===== src/rtl/hazard_pkg.sv =====
`default_nettype none
// ============================================================================
// Module      : hazard_pkg
// Description : Shared FSM encoding and parameter defaults for the hazard
//               scoreboard.
// Revision    : 1.0  initial release
// ============================================================================
package hazard_pkg;

    localparam int DEF_RW       = 5;
    localparam int DEF_LOAD_LAT = 1;
    localparam int DEF_BR_STALL = 2;
    localparam int DEF_CW       = 16;

    localparam int BR_CNT_W     = 2;

    typedef enum logic [1:0] {
        IDLE     = 2'd0,
        LD_STALL = 2'd1,
        BR_WAIT  = 2'd2
    } state_t;

endpackage
`default_nettype wire


===== src/rtl/hazard_scoreboard_if.sv =====
`default_nettype none
// ============================================================================
// Module      : hazard_scoreboard_if
// Description : IF/ID decode inputs and stall-control outputs of the hazard
//               scoreboard, bundled with master (pipeline) / slave (unit) views.
// Revision    : 1.0  initial release
// ============================================================================
interface hazard_scoreboard_if #(
    parameter int RW = 5,
    parameter int CW = 16
);
    logic          ifid_valid;
    logic [RW-1:0] ifid_rs;
    logic [RW-1:0] ifid_rt;
    logic          ifid_uses_rt;
    logic          ifid_memread;
    logic [RW-1:0] ifid_dest;
    logic          ifid_branch;
    logic          pc_stall;
    logic          ifid_stall;
    logic          idex_bubble;
    logic [1:0]    state_o;
    logic [CW-1:0] stall_cnt;

    modport master (
        output ifid_valid, ifid_rs, ifid_rt, ifid_uses_rt,
               ifid_memread, ifid_dest, ifid_branch,
        input  pc_stall, ifid_stall, idex_bubble, state_o, stall_cnt
    );

    modport slave (
        input  ifid_valid, ifid_rs, ifid_rt, ifid_uses_rt,
               ifid_memread, ifid_dest, ifid_branch,
        output pc_stall, ifid_stall, idex_bubble, state_o, stall_cnt
    );
endinterface
`default_nettype wire


===== src/rtl/hazard_scoreboard_load_age_pipe.sv =====
`default_nettype none
// ============================================================================
// Module      : load_age_pipe
// Description : Shift register of in-flight load destinations plus source
//               comparators producing a single load-use hazard bit.
// Revision    : 1.0  initial release
// ============================================================================
module load_age_pipe
    import hazard_pkg::*;
#(
    parameter int RW       = DEF_RW,
    parameter int LOAD_LAT = DEF_LOAD_LAT
) (
    input  wire logic          clk,
    input  wire logic          reset,
    input  wire logic          i_push,
    input  wire logic [RW-1:0] i_dest,
    input  wire logic          i_valid,
    input  wire logic [RW-1:0] i_rs,
    input  wire logic [RW-1:0] i_rt,
    input  wire logic          i_uses_rt,
    output logic               o_hazard
);

    logic [LOAD_LAT-1:0] r_vld;
    logic [RW-1:0]       r_dst [LOAD_LAT];
    logic [LOAD_LAT-1:0] w_hit;

    // Slot k holds a load issued k+1 cycles ago; shifting never pauses, so
    // stalled cycles naturally enter as invalid slots.
    always_ff @(posedge clk) begin
        if (reset) begin
            r_vld <= '0;
        end else begin
            r_vld[0] <= i_push;
            r_dst[0] <= i_dest;
            for (int k = 1; k < LOAD_LAT; k++) begin
                r_vld[k] <= r_vld[k-1];
                r_dst[k] <= r_dst[k-1];
            end
        end
    end

    generate
        for (genvar k = 0; k < LOAD_LAT; k++) begin : g_cmp
            assign w_hit[k] = r_vld[k] &&
                              (((i_rs != '0) && (r_dst[k] == i_rs)) ||
                               (i_uses_rt && (i_rt != '0) && (r_dst[k] == i_rt)));
        end
    endgenerate

    assign o_hazard = i_valid && (|w_hit);

endmodule
`default_nettype wire


===== src/rtl/hazard_scoreboard.sv =====
`default_nettype none
// ============================================================================
// Module      : hazard_scoreboard
// Description : Load-use and branch stall controller for a 5-stage pipeline,
//               with a saturating stall-cycle counter.
// Revision    : 1.0  initial release
// ============================================================================
module hazard_scoreboard
    import hazard_pkg::*;
#(
    parameter int RW       = DEF_RW,
    parameter int LOAD_LAT = DEF_LOAD_LAT,
    parameter int BR_STALL = DEF_BR_STALL,
    parameter int CW       = DEF_CW
) (
    input  wire logic           clk,
    input  wire logic           reset,
    hazard_scoreboard_if.slave  bus
);

    state_t                r_state;
    state_t                w_state_nxt;
    logic [BR_CNT_W-1:0]   r_br_cnt;
    logic [BR_CNT_W-1:0]   w_br_cnt_nxt;
    logic [CW-1:0]         r_stall_cnt;
    logic                  w_hazard;
    logic                  w_stall;
    logic                  w_issue;
    logic                  w_push;

    assign w_issue = bus.ifid_valid && !w_stall;
    assign w_push  = w_issue && bus.ifid_memread && (bus.ifid_dest != '0);

    load_age_pipe #(
        .RW       (RW),
        .LOAD_LAT (LOAD_LAT)
    ) u_age (
        .clk       (clk),
        .reset     (reset),
        .i_push    (w_push),
        .i_dest    (bus.ifid_dest),
        .i_valid   (bus.ifid_valid),
        .i_rs      (bus.ifid_rs),
        .i_rt      (bus.ifid_rt),
        .i_uses_rt (bus.ifid_uses_rt),
        .o_hazard  (w_hazard)
    );

    always_ff @(posedge clk) begin
        if (reset) begin
            r_state  <= IDLE;
            r_br_cnt <= '0;
        end else begin
            r_state  <= w_state_nxt;
            r_br_cnt <= w_br_cnt_nxt;
        end
    end

    // Once a load stall clears, that same cycle behaves as IDLE, so a branch
    // that was waiting on the load can issue and go straight to BR_WAIT.
    always_comb begin
        w_state_nxt  = r_state;
        w_br_cnt_nxt = r_br_cnt;
        w_stall      = 1'b0;
        case (r_state)
            IDLE, LD_STALL: begin
                if (w_hazard) begin
                    w_stall     = 1'b1;
                    w_state_nxt = LD_STALL;
                end else begin
                    w_state_nxt = IDLE;
                    if (bus.ifid_valid && bus.ifid_branch && (BR_STALL > 0)) begin
                        w_state_nxt  = BR_WAIT;
                        w_br_cnt_nxt = BR_CNT_W'(BR_STALL);
                    end
                end
            end
            BR_WAIT: begin
                w_stall = 1'b1;
                if (r_br_cnt <= BR_CNT_W'(1)) begin
                    w_state_nxt  = IDLE;
                    w_br_cnt_nxt = '0;
                end else begin
                    w_br_cnt_nxt = r_br_cnt - BR_CNT_W'(1);
                end
            end
            default: begin
                w_state_nxt  = IDLE;
                w_br_cnt_nxt = '0;
            end
        endcase
    end

    always_ff @(posedge clk) begin
        if (reset) begin
            r_stall_cnt <= '0;
        end else if (w_stall && (r_stall_cnt != {CW{1'b1}})) begin
            r_stall_cnt <= r_stall_cnt + CW'(1);
        end
    end

    assign bus.pc_stall    = w_stall;
    assign bus.ifid_stall  = w_stall;
    assign bus.idex_bubble = w_stall;
    assign bus.state_o     = r_state;
    assign bus.stall_cnt   = r_stall_cnt;

endmodule
`default_nettype wire

===== src/flat_wrapper.sv =====
// flat-port wrapper written by rule: the top's interface ports become plain ports
module hazard_scoreboard_flat import hazard_pkg::*;
#(
    parameter int RW       = DEF_RW,
    parameter int LOAD_LAT = DEF_LOAD_LAT,
    parameter int BR_STALL = DEF_BR_STALL,
    parameter int CW       = DEF_CW
)
  (clk, reset, bus_ifid_valid, bus_ifid_rs, bus_ifid_rt, bus_ifid_uses_rt, bus_ifid_memread, bus_ifid_dest, bus_ifid_branch, bus_pc_stall, bus_ifid_stall, bus_idex_bubble, bus_state_o, bus_stall_cnt);
  hazard_scoreboard_if #(.RW(RW), .CW(CW)) bus_i ();
  input  wire logic clk;
  input  wire logic reset;
  input wire logic [$bits(bus_i.ifid_valid)-1:0] bus_ifid_valid;
  input wire logic [$bits(bus_i.ifid_rs)-1:0] bus_ifid_rs;
  input wire logic [$bits(bus_i.ifid_rt)-1:0] bus_ifid_rt;
  input wire logic [$bits(bus_i.ifid_uses_rt)-1:0] bus_ifid_uses_rt;
  input wire logic [$bits(bus_i.ifid_memread)-1:0] bus_ifid_memread;
  input wire logic [$bits(bus_i.ifid_dest)-1:0] bus_ifid_dest;
  input wire logic [$bits(bus_i.ifid_branch)-1:0] bus_ifid_branch;
  output wire logic [$bits(bus_i.pc_stall)-1:0] bus_pc_stall;
  output wire logic [$bits(bus_i.ifid_stall)-1:0] bus_ifid_stall;
  output wire logic [$bits(bus_i.idex_bubble)-1:0] bus_idex_bubble;
  output wire logic [$bits(bus_i.state_o)-1:0] bus_state_o;
  output wire logic [$bits(bus_i.stall_cnt)-1:0] bus_stall_cnt;
  assign bus_i.ifid_valid = bus_ifid_valid;
  assign bus_i.ifid_rs = bus_ifid_rs;
  assign bus_i.ifid_rt = bus_ifid_rt;
  assign bus_i.ifid_uses_rt = bus_ifid_uses_rt;
  assign bus_i.ifid_memread = bus_ifid_memread;
  assign bus_i.ifid_dest = bus_ifid_dest;
  assign bus_i.ifid_branch = bus_ifid_branch;
  assign bus_pc_stall = bus_i.pc_stall;
  assign bus_ifid_stall = bus_i.ifid_stall;
  assign bus_idex_bubble = bus_i.idex_bubble;
  assign bus_state_o = bus_i.state_o;
  assign bus_stall_cnt = bus_i.stall_cnt;
  hazard_scoreboard #(.RW(RW), .LOAD_LAT(LOAD_LAT), .BR_STALL(BR_STALL), .CW(CW)) u_core (.clk(clk), .reset(reset), .bus(bus_i));
endmodule

===== config.mk =====
export PLATFORM = sky130hd
export DESIGN_NAME = hazard_scoreboard_flat
export DESIGN_NICKNAME = d
export VERILOG_FILES = /design/src/rtl/hazard_pkg.sv /design/src/rtl/hazard_scoreboard_if.sv /design/src/rtl/hazard_scoreboard_load_age_pipe.sv /design/src/rtl/hazard_scoreboard.sv /design/src/flat_wrapper.sv
export SDC_FILE = /design/constraint.sdc
export NUM_CORES = 1
export LEC_CHECK = 0
export BUFFER_PORTS_ARGS = -buffer_cell sky130_fd_sc_hd__clkbuf_2
export CORE_ASPECT_RATIO = 0.9
export CORE_UTILIZATION = 25
export CTS_CLUSTER_SIZE = 25
export DETAILED_ROUTE_END_ITERATION = 12
export GPL_TIMING_DRIVEN = 1
export SYNTH_ARGS = -nofsm -noshare
export SYNTH_HDL_FRONTEND = slang
export SYNTH_SLANG_ARGS = --single-unit

===== constraint.sdc =====
create_clock -name clk -period 2.1 [get_ports clk]
set_input_delay 0.105 -clock clk [delete_from_list [all_inputs] [get_ports clk]]
set_output_delay 0.105 -clock clk [all_outputs]
set_load 0.02 [all_outputs]

==> flow_summary.ini <==
[outcome]
outcome = finished clean

[grt]
first_global_vias = 1374
grt_max_degree = 26
grt_pass1_wl_um = 6230
overflow = 0
grt_usage_pct = 11.3
antenna_found_initial = 0

[setup_path]
crit_required_ns = 2.27
critPathCaptureType = flop
reg2regPathDepth = 6
criticalPathCategory = flop to flop
start_kind = flop
crit-reg2reg-capture = u_core.bus.stall_cnt[14]
crit_fanout = 6
reg2reg_setup_slack_ns = 0.12
worst-endpoint-arrival_ns = 2.15
worstReg2RegStart = u_core.bus.stall_cnt[0]

[timing]
period_share_pct = 94.3
rsz0062_at_grt = false
tightestPinTransition_ns = 0.506
slew_headroom_pct = 66.2
fin_worst_skew_ns = 0.00493
fmax_mhz = 505
finalCriticalPeriod_ns = 1.98
setup_viol = 0
slew_violations = 0
holdWs_ns = 0.0201
hold_viol_final = 0

[yosys]
synth_flop_cell = dfxtp_1
synth_edf_count = 5
ys_ff_latch = 26
async_reset_ff_share_pct = 0
syn_area_mm2 = 0.00168
synth_cell_types = 47
synth_cells = 180
syn_nets = 202
ys_warn_count = 0
seq_area_frac_synth_pct = 34.1
syn_avg_cell_area_um2 = 9.31

[power_and_ir_drop]
peakVddDrop_mv = 0.231
pwr_density_cell_mw_per_mm2 = 541
power_mw = 1.12
p_leak_nw = 0.815

[floorplan]
ioPinCount = 42
start_util_pct = 26.7
die-area_mm2 = 0.00703
rows = 27
core-area_mm2 = 0.00628
fp.dieW_um = 88.3
die_h_um = 79.7

[placement]
place_congestion = 0.795
dp_cells = 301
numPortBuffers = 41
hpwl_um = 2880
placed_area_mm2 = 0.00195

[min_path]
min_to = u_core.u_age.r_dst[0][0]
hp-class = primary input to flop
hold_start = bus_ifid_dest[0]
whs_path_depth = 1

[layout]
antenna_cells = 0
final_layout_size_suffix_gt1_share_pct = 35.9
fin_nets = 246
synthToLayoutAreaGrowth_pct = 23.3
final_core_util_pct = 32.9
design_area_mm2 = 0.00207
n_fill_cell = 687
final_cells = 310

[drt]
drtIter0Drc = 70
final_antenna_net_count = 0
dr.pass1.iters = 4
vias = 1403
wirelength_um = 3740
drc_errors = 0
via_per_inst = 4.53
drt-wirelength-per-cell_um = 12.1

[clock_network]
cts_hold_buf = 0
htree_levels = 1
path_clk_slew_ns = 0.10
cts_made_buffers = 3
cts_root_buf = clkbuf_8
cts_buffer_depth = 2
clock-sinks = 26
cts_tree = done
clkLatencyLatePin_ns = 0.27

[run]
maxCapViolations = 0
==> cells in the mapped netlist (2+ instances only) <==
cell	number	share of area (%)
buf_6	2	1.3
a21oi_2	10	5.2
nor3_1	4	1.2
o21ai_0	5	1.5
xor2_1	8	4.2
nand4_1	4	1.5
nand2_1	9	2.0
buf_4	2	0.90
a211oi_1	4	1.8
mux2_1	4	2.7
nor2_1	22	4.9
nand3_1	7	2.1
nand4b_1	2	1.0
mux2_2	2	1.3
clkbuf_1	4	0.90
inv_1	3	0.67
nand2b_1	3	1.1
and4_1	2	1.0
edfxtp_1	5	9.0
dfxtp_1	21	25
and3_1	2	0.75
a21oi_1	7	2.1
mux2_4	9	8.1
nor2b_1	16	6.0
==> final cells by class <==
class                   instances  area (um2)  area share (%)
multi-input cells             141        1040            50.3
inverters                       3        11.3           0.545
repair buffers                 49         265            12.8
flip-flops and latches         26         571            27.6
clock inverters                 1        30.0            1.45
clock buffers                   3        41.3            2.00
well taps                      87         109            5.27
==> worst max path at each step <==
stage | startpoint | endpoint | slack, ns
6_report | u_core.bus.stall_cnt[0] | u_core.bus.stall_cnt[14] | 0.12
5_1_grt | u_core.bus.stall_cnt[0] | u_core.bus.stall_cnt[14] | 0.0006
4_1_cts | u_core.u_age.r_dst[0][2] | u_core.bus.stall_cnt[13] | 0.07
3_5_place_dp | u_core.u_age.r_dst[0][2] | u_core.bus.stall_cnt[0] | -0.17
3_3_place_gp | u_core.u_age.r_dst[0][1] | u_core.bus.stall_cnt[0] | -0.11
2_1_floorplan | u_core.bus.stall_cnt[0] | u_core.bus.stall_cnt[14] | 0.17
==> repair_timing <==
action,CTS,global route
setup buffers,0,5
gates cloned,0,0
pin swaps,0,1
endpoints found under the setup margin,18,7
resized for setup,1,0
endpoints found under the hold margin,0,0
==> flip-flops by register name (all words and copies together) (netlist names) <==
register and count:
u_core.bus.stall_cnt 16, u_core.u_age.r_dst 5, u_core.bus.state_o 2, u_core.r_br_cnt 2, u_core.u_age.r_vld 1
==> routing by layer <==
layer / share of wire, % / GRT usage (%)
met3: 3.5 / 2.79
met1: 51 / 15.2
met4: 0.64 / 2.74
met5: 0 / 0
met2: 44 / 18.1
==> layout by cell type (no fill, tap or decap), types with 4 or more instances in the layout <==
cell	synthesis	final
clkbuf_2	1	41
o21ai_0	5	5
nor2b_1	16	16
a211oi_1	4	4
mux2_1	4	4
nor2_1	22	22
nand3_1	7	7
a21oi_1	7	7
nand2_1	9	9
xor2_1	8	8
nor3_1	4	4
mux2_4	9	9
edfxtp_1	5	5
a21oi_2	10	9
buf_4	2	8
dfxtp_1	21	21
nand4_1	4	4
==> cells by family after synthesis <==
family                   Yosys count  synth area share (%)
adder cells (fa/ha/maj)            1                 0.747
AO/OA/AOI/OAI                     33                  15.4
buffers and inverters             13                  4.41
multiplexers                      16                  12.7
flip-flops                        26                  34.1
XOR/XNOR                           9                  4.71
AND/OR/NAND/NOR                   82                  28.0
==> metrics by stage <==
| step | TNS, ns | setup WS [ns] |
|---|---|---|
| detailed placement | -0.995 | -0.170 |
| global route | 0 | 0.000556 |
| CTS | 0 | 0.0735 |
| finish | 0 | 0.120 |
| floorplan | 0 | 0.170 |
| global placement | -0.419 | -0.111 |
==> worst max-delay path: stages, from the launching register on <==
cell and delay [ns]:
dfxtp_1 0.43, ha_1 0.19, and3_1 0.25, nand2b_1 0.15, or3_1 0.41, a21oi_2 0.14
mux2_4 0.30
==> report_power, final <==
part	switching, mW	internal, mW
sequential	0.0143	0.524
combinational	0.0934	0.0661
clock	0.164	0.255
total	0.272	0.845
No activity file was read; power rests on OpenSTA's default activity.
